**src/rtl/fp_issue_ctrl.sv**
```systemverilog
// fp_issue_ctrl: FP op sequencer, one op in flight (FDIV support under `FP_DIV_EN).
// Latency: accept to WB is LAT+1 cycles, FDIV DivDone+1 or DIV_TIMEOUT+1.
// Backpressure: Stall holds the core from accept through EXEC; Flush aborts without a write.
module fp_issue_ctrl #(
    parameter int ADD_LAT     = 2,
    parameter int MUL_LAT     = 3,
    parameter int CMP_LAT     = 1,
    parameter int DIV_TIMEOUT = 32
) (
    input  logic       clk,
    input  logic       reset,
    input  logic       FPValid,
    input  logic [2:0] FPOp,
    input  logic [4:0] FPRd,
    input  logic       Flush,
    input  logic       DivDone,
    output logic       FUStart,
    output logic [2:0] FUOp,
    output logic [4:0] WbRd,
    output logic       FPRegWrite,
    output logic       Stall,
    output logic       Busy,
    output logic       IllegalOp,
    output logic       Timeout
);

    typedef enum logic [1:0] {IDLE, EXEC, WB} state_t;

    localparam logic [2:0] OP_FDIV  = 3'b011;
    localparam logic [5:0] DIV_LOAD = 6'(DIV_TIMEOUT - 1);

    state_t     state, state_nxt;
    logic [5:0] cnt, cnt_nxt;
    logic       accept;
    logic       fustart_nxt;
    logic       set_timeout;
    logic       illegal_wb;

    function automatic logic [5:0] lat_load(input logic [2:0] op);
        case (op)
            3'b000, 3'b001: lat_load = 6'(ADD_LAT - 1);
            3'b010:         lat_load = 6'(MUL_LAT - 1);
            default:        lat_load = 6'(CMP_LAT - 1);
        endcase
    endfunction

    always_comb begin
        state_nxt   = state;
        cnt_nxt     = cnt;
        accept      = 1'b0;
        fustart_nxt = 1'b0;
        set_timeout = 1'b0;
        case (state)
            IDLE: begin
                if (FPValid && !Flush) begin
                    accept = 1'b1;
                    if (FPOp == OP_FDIV) begin
`ifdef FP_DIV_EN
                        state_nxt   = EXEC;
                        cnt_nxt     = DIV_LOAD;
                        fustart_nxt = 1'b1;
`else
                        // Unsupported divide skips straight to WB to raise IllegalOp.
                        state_nxt   = WB;
                        cnt_nxt     = 6'd0;
`endif
                    end else begin
                        state_nxt   = EXEC;
                        cnt_nxt     = lat_load(FPOp);
                        fustart_nxt = 1'b1;
                    end
                end
            end
            EXEC: begin
                if (Flush) begin
                    state_nxt = IDLE;
                end
`ifdef FP_DIV_EN
                else if (FUOp == OP_FDIV) begin
                    // A result arriving on the last budget cycle still counts as done.
                    if (DivDone) begin
                        state_nxt = WB;
                    end else if (cnt == 6'd0) begin
                        state_nxt   = WB;
                        set_timeout = 1'b1;
                    end else begin
                        cnt_nxt = cnt - 6'd1;
                    end
                end
`endif
                else if (cnt == 6'd0) begin
                    state_nxt = WB;
                end else begin
                    cnt_nxt = cnt - 6'd1;
                end
            end
            WB:      state_nxt = IDLE;
            default: state_nxt = IDLE;
        endcase
    end

    always_ff @(posedge clk) begin
        if (reset) begin
            state   <= IDLE;
            cnt     <= 6'd0;
            FUOp    <= 3'd0;
            WbRd    <= 5'd0;
            Timeout <= 1'b0;
            FUStart <= 1'b0;
        end else begin
            state   <= state_nxt;
            cnt     <= cnt_nxt;
            FUStart <= fustart_nxt;
            if (accept) begin
                FUOp    <= FPOp;
                WbRd    <= FPRd;
                Timeout <= 1'b0;
            end else if (set_timeout) begin
                Timeout <= 1'b1;
            end
        end
    end

`ifdef FP_DIV_EN
    assign illegal_wb = 1'b0;
`else
    assign illegal_wb = (FUOp == OP_FDIV);
    logic [6:0] div_unused;
    assign div_unused = {DivDone, DIV_LOAD};
`endif

    // Timeout is cleared on accept, so in WB it describes the op being retired.
    assign FPRegWrite = (state == WB) && !Flush && !Timeout && !illegal_wb;
    assign IllegalOp  = (state == WB) && illegal_wb;
    assign Stall      = ((state == IDLE) && FPValid && !Flush) || (state == EXEC);
    assign Busy       = (state != IDLE);

endmodule
```
**config.mk**
```make
export PLATFORM = sky130hd
export DESIGN_NAME = fp_issue_ctrl
export DESIGN_NICKNAME = d
export VERILOG_FILES = /design/src/rtl/fp_issue_ctrl.sv
export SDC_FILE = /design/constraint.sdc
export NUM_CORES = 1
export LEC_CHECK = 0
export ABC_AREA = 1
export ABC_CLOCK_PERIOD_IN_PS = 1660
export BUFFER_PORTS_ARGS = -buffer_cell sky130_fd_sc_hd__clkbuf_2
export CAP_MARGIN = 25
export CORE_MARGIN = 2
export CORE_UTILIZATION = 35
export CTS_BUF_LIST = sky130_fd_sc_hd__clkbuf_16
export CTS_CLUSTER_SIZE = 10
export DETAILED_ROUTE_END_ITERATION = 16
export PLACE_DENSITY_LB_ADDON = 0.05
export SETUP_SLACK_MARGIN = 0.4
export SYNTH_ARGS = -nofsm -noshare
export SYNTH_HDL_FRONTEND = slang
export SYNTH_SLANG_ARGS = --single-unit
```
**constraint.sdc**
```tcl
create_clock -name clk -period 1.66 [get_ports clk]
set_clock_uncertainty 0.2 [all_clocks]
set_input_delay 0.166 -clock clk [delete_from_list [all_inputs] [get_ports clk]]
set_output_delay 0.166 -clock clk [all_outputs]
set_load 0.02 [all_outputs]
```
======== Word-level counts from Yosys, hierarchy flattened ========
Cells that the tools add are included.
cells by class
  bitwise operators ....................... 2
  magnitude comparators ................... 0
  reduce and logical (&&, ||, !) cells .... 18
  add/sub/neg operators ................... 1
  equal/unequal tests ..................... 10
  multipliers ............................. 0
  shifts and indexed selects .............. 0
  mux-type cells .......................... 14
  divide/modulo/power cells ............... 0
operators with widths
  kind                   count
  $mux W6                3
  $pmux W6 S2            1
  $mux W2                5
  $eq A3 B2 Y1 const B   3
  $pmux W2 S2            2
  $logic_and A1 B1 Y1    6
  $logic_not A6 Y1       1
  $ne A2 B2 Y1 const B   3
  $sub A6 B1 Y6 const B  1
  $reduce_and A4 Y1      1
  $reduce_bool A2 Y1     2
  $eq A3 B1 Y1 const B   1
  $logic_not A3 Y1       1
  $mux W1                3
  $ne A3 B3 Y1 const B   1
  $reduce_or A3 Y1       1
  $eq A2 B1 Y1 const B   1
  $eq A2 B2 Y1 const B   1
  $logic_not A1 Y1       2
  $logic_not A2 Y1       1
  $not A1 Y1             2
  $reduce_and A2 Y1      1
  $reduce_or A2 Y1       1
  $logic_or A1 B1 Y1     1
word-level totals
  bits in registers ....................... 17
  logic and storage cells ................. 50
  input bits .............................. 13
  memory bits (writable) .................. 0
  latch bits .............................. 0
  bits in read-only memories .............. 0
  memories ................................ 0
  output and inout port bits .............. 14

======== Depth between registers and ports, before layout ========
  depth after elaboration ................. 6
  depth in mapped cells ................... 8
  mapped depth without buffers ............ 8

======== Worst setup path before layout ========
OpenSTA, ideal clock, no wires.
  path type ............................... register to output
  start ................................... register FUOp[1]
  end ..................................... output IllegalOp
  arrival ................................. 1040 ps
  path buffers ............................ 0
  stages on the path, launching flop included .. 3
  data required time ...................... 1294 ps
  setup slack ............................. 254 ps
  cells stage by stage .................... dfxtp_1 nand2_1 nor3_1
on the way
  word-level cells in the longest chain between the ends .. 2
RTL lines
  item                    RTL line  text
  from (decl)             18        output logic [2:0] FUOp,
  from (signal assigned)  115       FUOp <= FPOp;
  $eq A3 B2 Y1            127       assign illegal_wb = (FUOp == OP_FDIV);
  $logic_and A1 B1 Y1     134       assign IllegalOp = (state == WB) && illegal_wb;
  to (decl)               23        output logic IllegalOp,
No other way between the ends.

======== Worst setup path after layout ========
  start ................................... register state[0]
  end ..................................... output Stall
on the way
  word-level cells in the longest chain between the ends .. 4
  elaborated cells between the ends (all ways) .. 5
  those cells by class .................... eq/ne (1); reduce/logical (4)
RTL lines
  item                               RTL line  text
  from (decl)                        32        state_t state, state_nxt;
  from (signal assigned)             111       state <= state_nxt;
  $logic_not A2 Y1                   135       assign Stall = ((state == IDLE) && FPValid && !Flush) || (state == EXEC);
  $logic_and A1 B1 Y1 (2 in series)  135
  $logic_or A1 B1 Y1 (*)             135
  to (decl)                          21        output logic Stall,
Every way passes the cells marked *; elsewhere a longest branch is shown, timed or not.

==> impl_results.md <==
- Final non-filler cell total: 216
- Worst-case clock buffer depth: 2
- Top cells by count, synth: 31 x nand2_1, 31 x nor2_1, 17 x dfxtp_1, 15 x inv_1, 11 x o21ai_0
- Worst hold slack: -0.001764 ns
- Crit Path Max Fanout: 4
- Slowest-stage cell, CP: dfxtp_4
- Die Y-Extent: roughly 55 um
- Ant. Diodes: 0
- PwrDens: 859.5 mW/mm^2
- RSZ-0062 raised after global routing: true
- # fillers: between 200 and 250
- PortBufs: 24
- Post-synthesis xor/xnor area fraction: 0%
- WL final: around 2.5 mm
- WL per Instance: approximately 12 um
- Total GRT Usage: roughly 19%
- Max-Cap Viols: 0
- Area leader, netlist: dfxtp_1
- Vias in the first global route: roughly 930
- Complex-gate fraction of the synthesized area: about an eighth
- Worst-skew pair later-pin latency: between 0.2 and 0.3 ns
- Layout cells sized above 1: between 40% and 50%
- P_int: 0.9200 mW
- Tmin final: between 1 and 1.5 ns
- YS warnings: 0
- Row Count: 18
- Family with the most delay on the worst path: flip-flops
- Kind of critical path: flop to primary output
- Largest family of logic cells by synthesized area: simple AND/OR/NAND/NOR gates
- CTS tree: built
- Seq cells post-synth: 17
- Sw frac: 29.24%
- RePlAce Congestion: 0.8248
- Vias per cell: between 4 and 5
- Largest cells by area after synthesis: dfxtp_1 38%, nand2_1 13%, nor2_1 13%
- Synth cell types: 23
- Flop pwr share: between 30 and 40%
- Peak per-stage delay on the critical path: between 0.3 and 0.4 ns
- H-tree Lvls: 1
- Mapped cell area: 903.4 sq um
- Hold WC Path Type: input port to flop
- CP required: 1.29 ns
- Drt drc: 0
- Starting density of the core: 36.80%
- Iter 0 DRT Violations: 9
- Clock network power share: a little under two fifths
- Worst-path clk slew: about 0.05 ns
- DIE WIDTH: approximately 55 um
- Largest net degree at the start of global routing: 14
- Final Cycle Share: 86.53%
- GRT Residual Overflow: 0
- Gate power share: a little over a quarter
- Avg Cell Area, Syn: between 6 and 7 sq um
- Worst path arrival time: ~1.1 ns
- Core area: between 0.002 and 0.0025 sq mm
- Mux cell area share after synthesis: 0%
- CP Launch Type: flop
- Adder-Cell Fraction of Synth Area: under 10%
- Final #Nets: about 200
- First-pass GRT wire length: 3.919 mm
- Failing checks: negative hold slack
- Vias: about 1,000
- Fmax: roughly 700 MHz
- Final Hold Viols: 1
- Setup TNS Final: 0 ns
- Die area: between 0.003 and 0.004 sq mm
- Setup Viol. Count Final: 0
- Yosys top cell area share: a little under two fifths
- Syn-to-layout area delta: 67.45%
- Simple-Gate Fraction of Synth Area: between 30% and 40%
- Final Max Tran Viols: 0
- CP Capture Type: primary output
- DP HPWL: 1.548 mm
- Cts bufs inserted: 3
- CTS root buf: clkbuf_16
- Primary FF master, synth: dfxtp_1
- Routed Antenna Nets: 0
- R2r setup slk: about 0.27 ns
- Initial antenna violation count: 0
- Inst Count DP: 189
- VDD IR max: 0.0004407 V
- Switch Pwr: roughly 0.38 mW
- Status: complete, but fails checks
- Syn Inst Count: about 140
- Ys async rst share: 0%
- Fin util: 61.62%
- Clock Sink Count: 17
- Crit path cell chain: nor2_4, nand3_4, nand2_2, buf_8
- Number of synthesized flops with an enable pin: 0
- Post-synthesis sequential area ratio: between 30% and 40%
- CP Buf/Inv Count: 1
- P_leak: around 0.70 nW
- Syn_nets: 152
- TritonRoute pass-1 iters: 4
- Num ports: 27
[routing by layer]
layer	global-route usage, %	vias up	wire length (um)
met5	0	-	0
met2	34.92	18	1341
li1	-	531	-
met3	3.279	2	73
met1	20.53	459	1059
met4	6.250	0	17
[final cells by class]
class	count	area (sq um)	area share [%]
Multi-Input combinational cell	101	606.8	40.12
Sequential cell	17	355.3	23.49
Timing Repair Buffer	46	346.6	22.91
Inverter	17	78.83	5.211
Clock buffer	3	75.07	4.963
Tap cell	30	37.54	2.481
Timing Repair inverter	1	8.758	0.5790
Clock inverter	1	3.754	0.2481
[power by group through the flow]
stage	registers (mW)	logic [mW]	clock network (mW)
2_1_floorplan	0.483	0.154	0
3_3_place_gp	0.467	0.229	0
3_5_place_dp	0.468	0.232	0
4_1_cts	0.461	0.317	0.484
5_1_grt	0.466	0.390	0.499
6_report	0.462	0.354	0.484
[kinds of logic (layout without fill, tap and decap cells)]
family / after synthesis / in the layout
other cells: 1 / 1
fa+ha+maj: 2 / 2
buf+inv: 19 / 68
flops: 17 / 17
compound gates: 21 / 21
simple gates: 77 / 77
[tightest hold or removal path, stage by stage]
cell	delay, ns
clkbuf_2	0.10
o21ai_1	0.07
nor2_1	0.07
[timing repair]
action,in CTS,in global routing
endpoints found under the hold margin,8,0
cloned,1,0
gates resized for setup,31,29
pin swaps,8,17
hold buffers,7,0
setup endpoints to repair,21,21
buffers inserted,11,4
[sequential cells by signal, summed over array words and instances, names as in the netlist]
register and cells:
WbRd 5, FUStart 1, state 2, FUOp 3, cnt 6
[stage by stage]
stage          setup WS (ns)  total power [mW]  cell area (sq um)
2_1_floorplan         0.4060            0.6376              947.2
3_3_place_gp          0.2788            0.6965               1086
6_report              0.2237             1.300               1513
5_1_grt               0.1781             1.356               1513
4_1_cts               0.2148             1.262               1410
3_5_place_dp          0.2699            0.7003               1086
[placed cells by master, fill, tap and decap left out, types with 2 or more instances in the layout]
| cell type | netlist | final |
|---|---|---|
| a21oi_1 | 8 | 7 |
| buf_4 | 1 | 11 |
| buf_6 | 1 | 7 |
| dfxtp_2 | 0 | 6 |
| inv_1 | 15 | 12 |
| dfxtp_4 | 0 | 2 |
| o21ai_2 | 1 | 4 |
| o21ai_0 | 11 | 2 |
| nand2_2 | 1 | 3 |
| nor2_1 | 31 | 27 |
| o21ai_4 | 0 | 2 |
| dfxtp_1 | 17 | 9 |
| nor3_2 | 0 | 2 |
| clkbuf_2 | 0 | 20 |
| inv_2 | 1 | 2 |
| clkbuf_16 | 0 | 3 |
| o21ai_1 | 0 | 4 |
| dlygate4sd3_1 | 0 | 7 |
| nand2_4 | 1 | 2 |
| nand3_4 | 1 | 2 |
| inv_4 | 0 | 3 |
| nand2_1 | 31 | 28 |
| nand3_1 | 6 | 5 |
| nor2_4 | 1 | 5 |
| ha_4 | 0 | 2 |
[final timing paths]
path | from | to | depth (start not counted)
setup / recovery | state[0] | Stall | 4
hold reg to reg | WbRd[2] | WbRd[2] | 2
setup reg to reg | state[0] | WbRd[4] | 6
hold / removal | FPOp[0] | FUOp[0] | 3
Note: power is estimated with default switching activity, not from simulation.
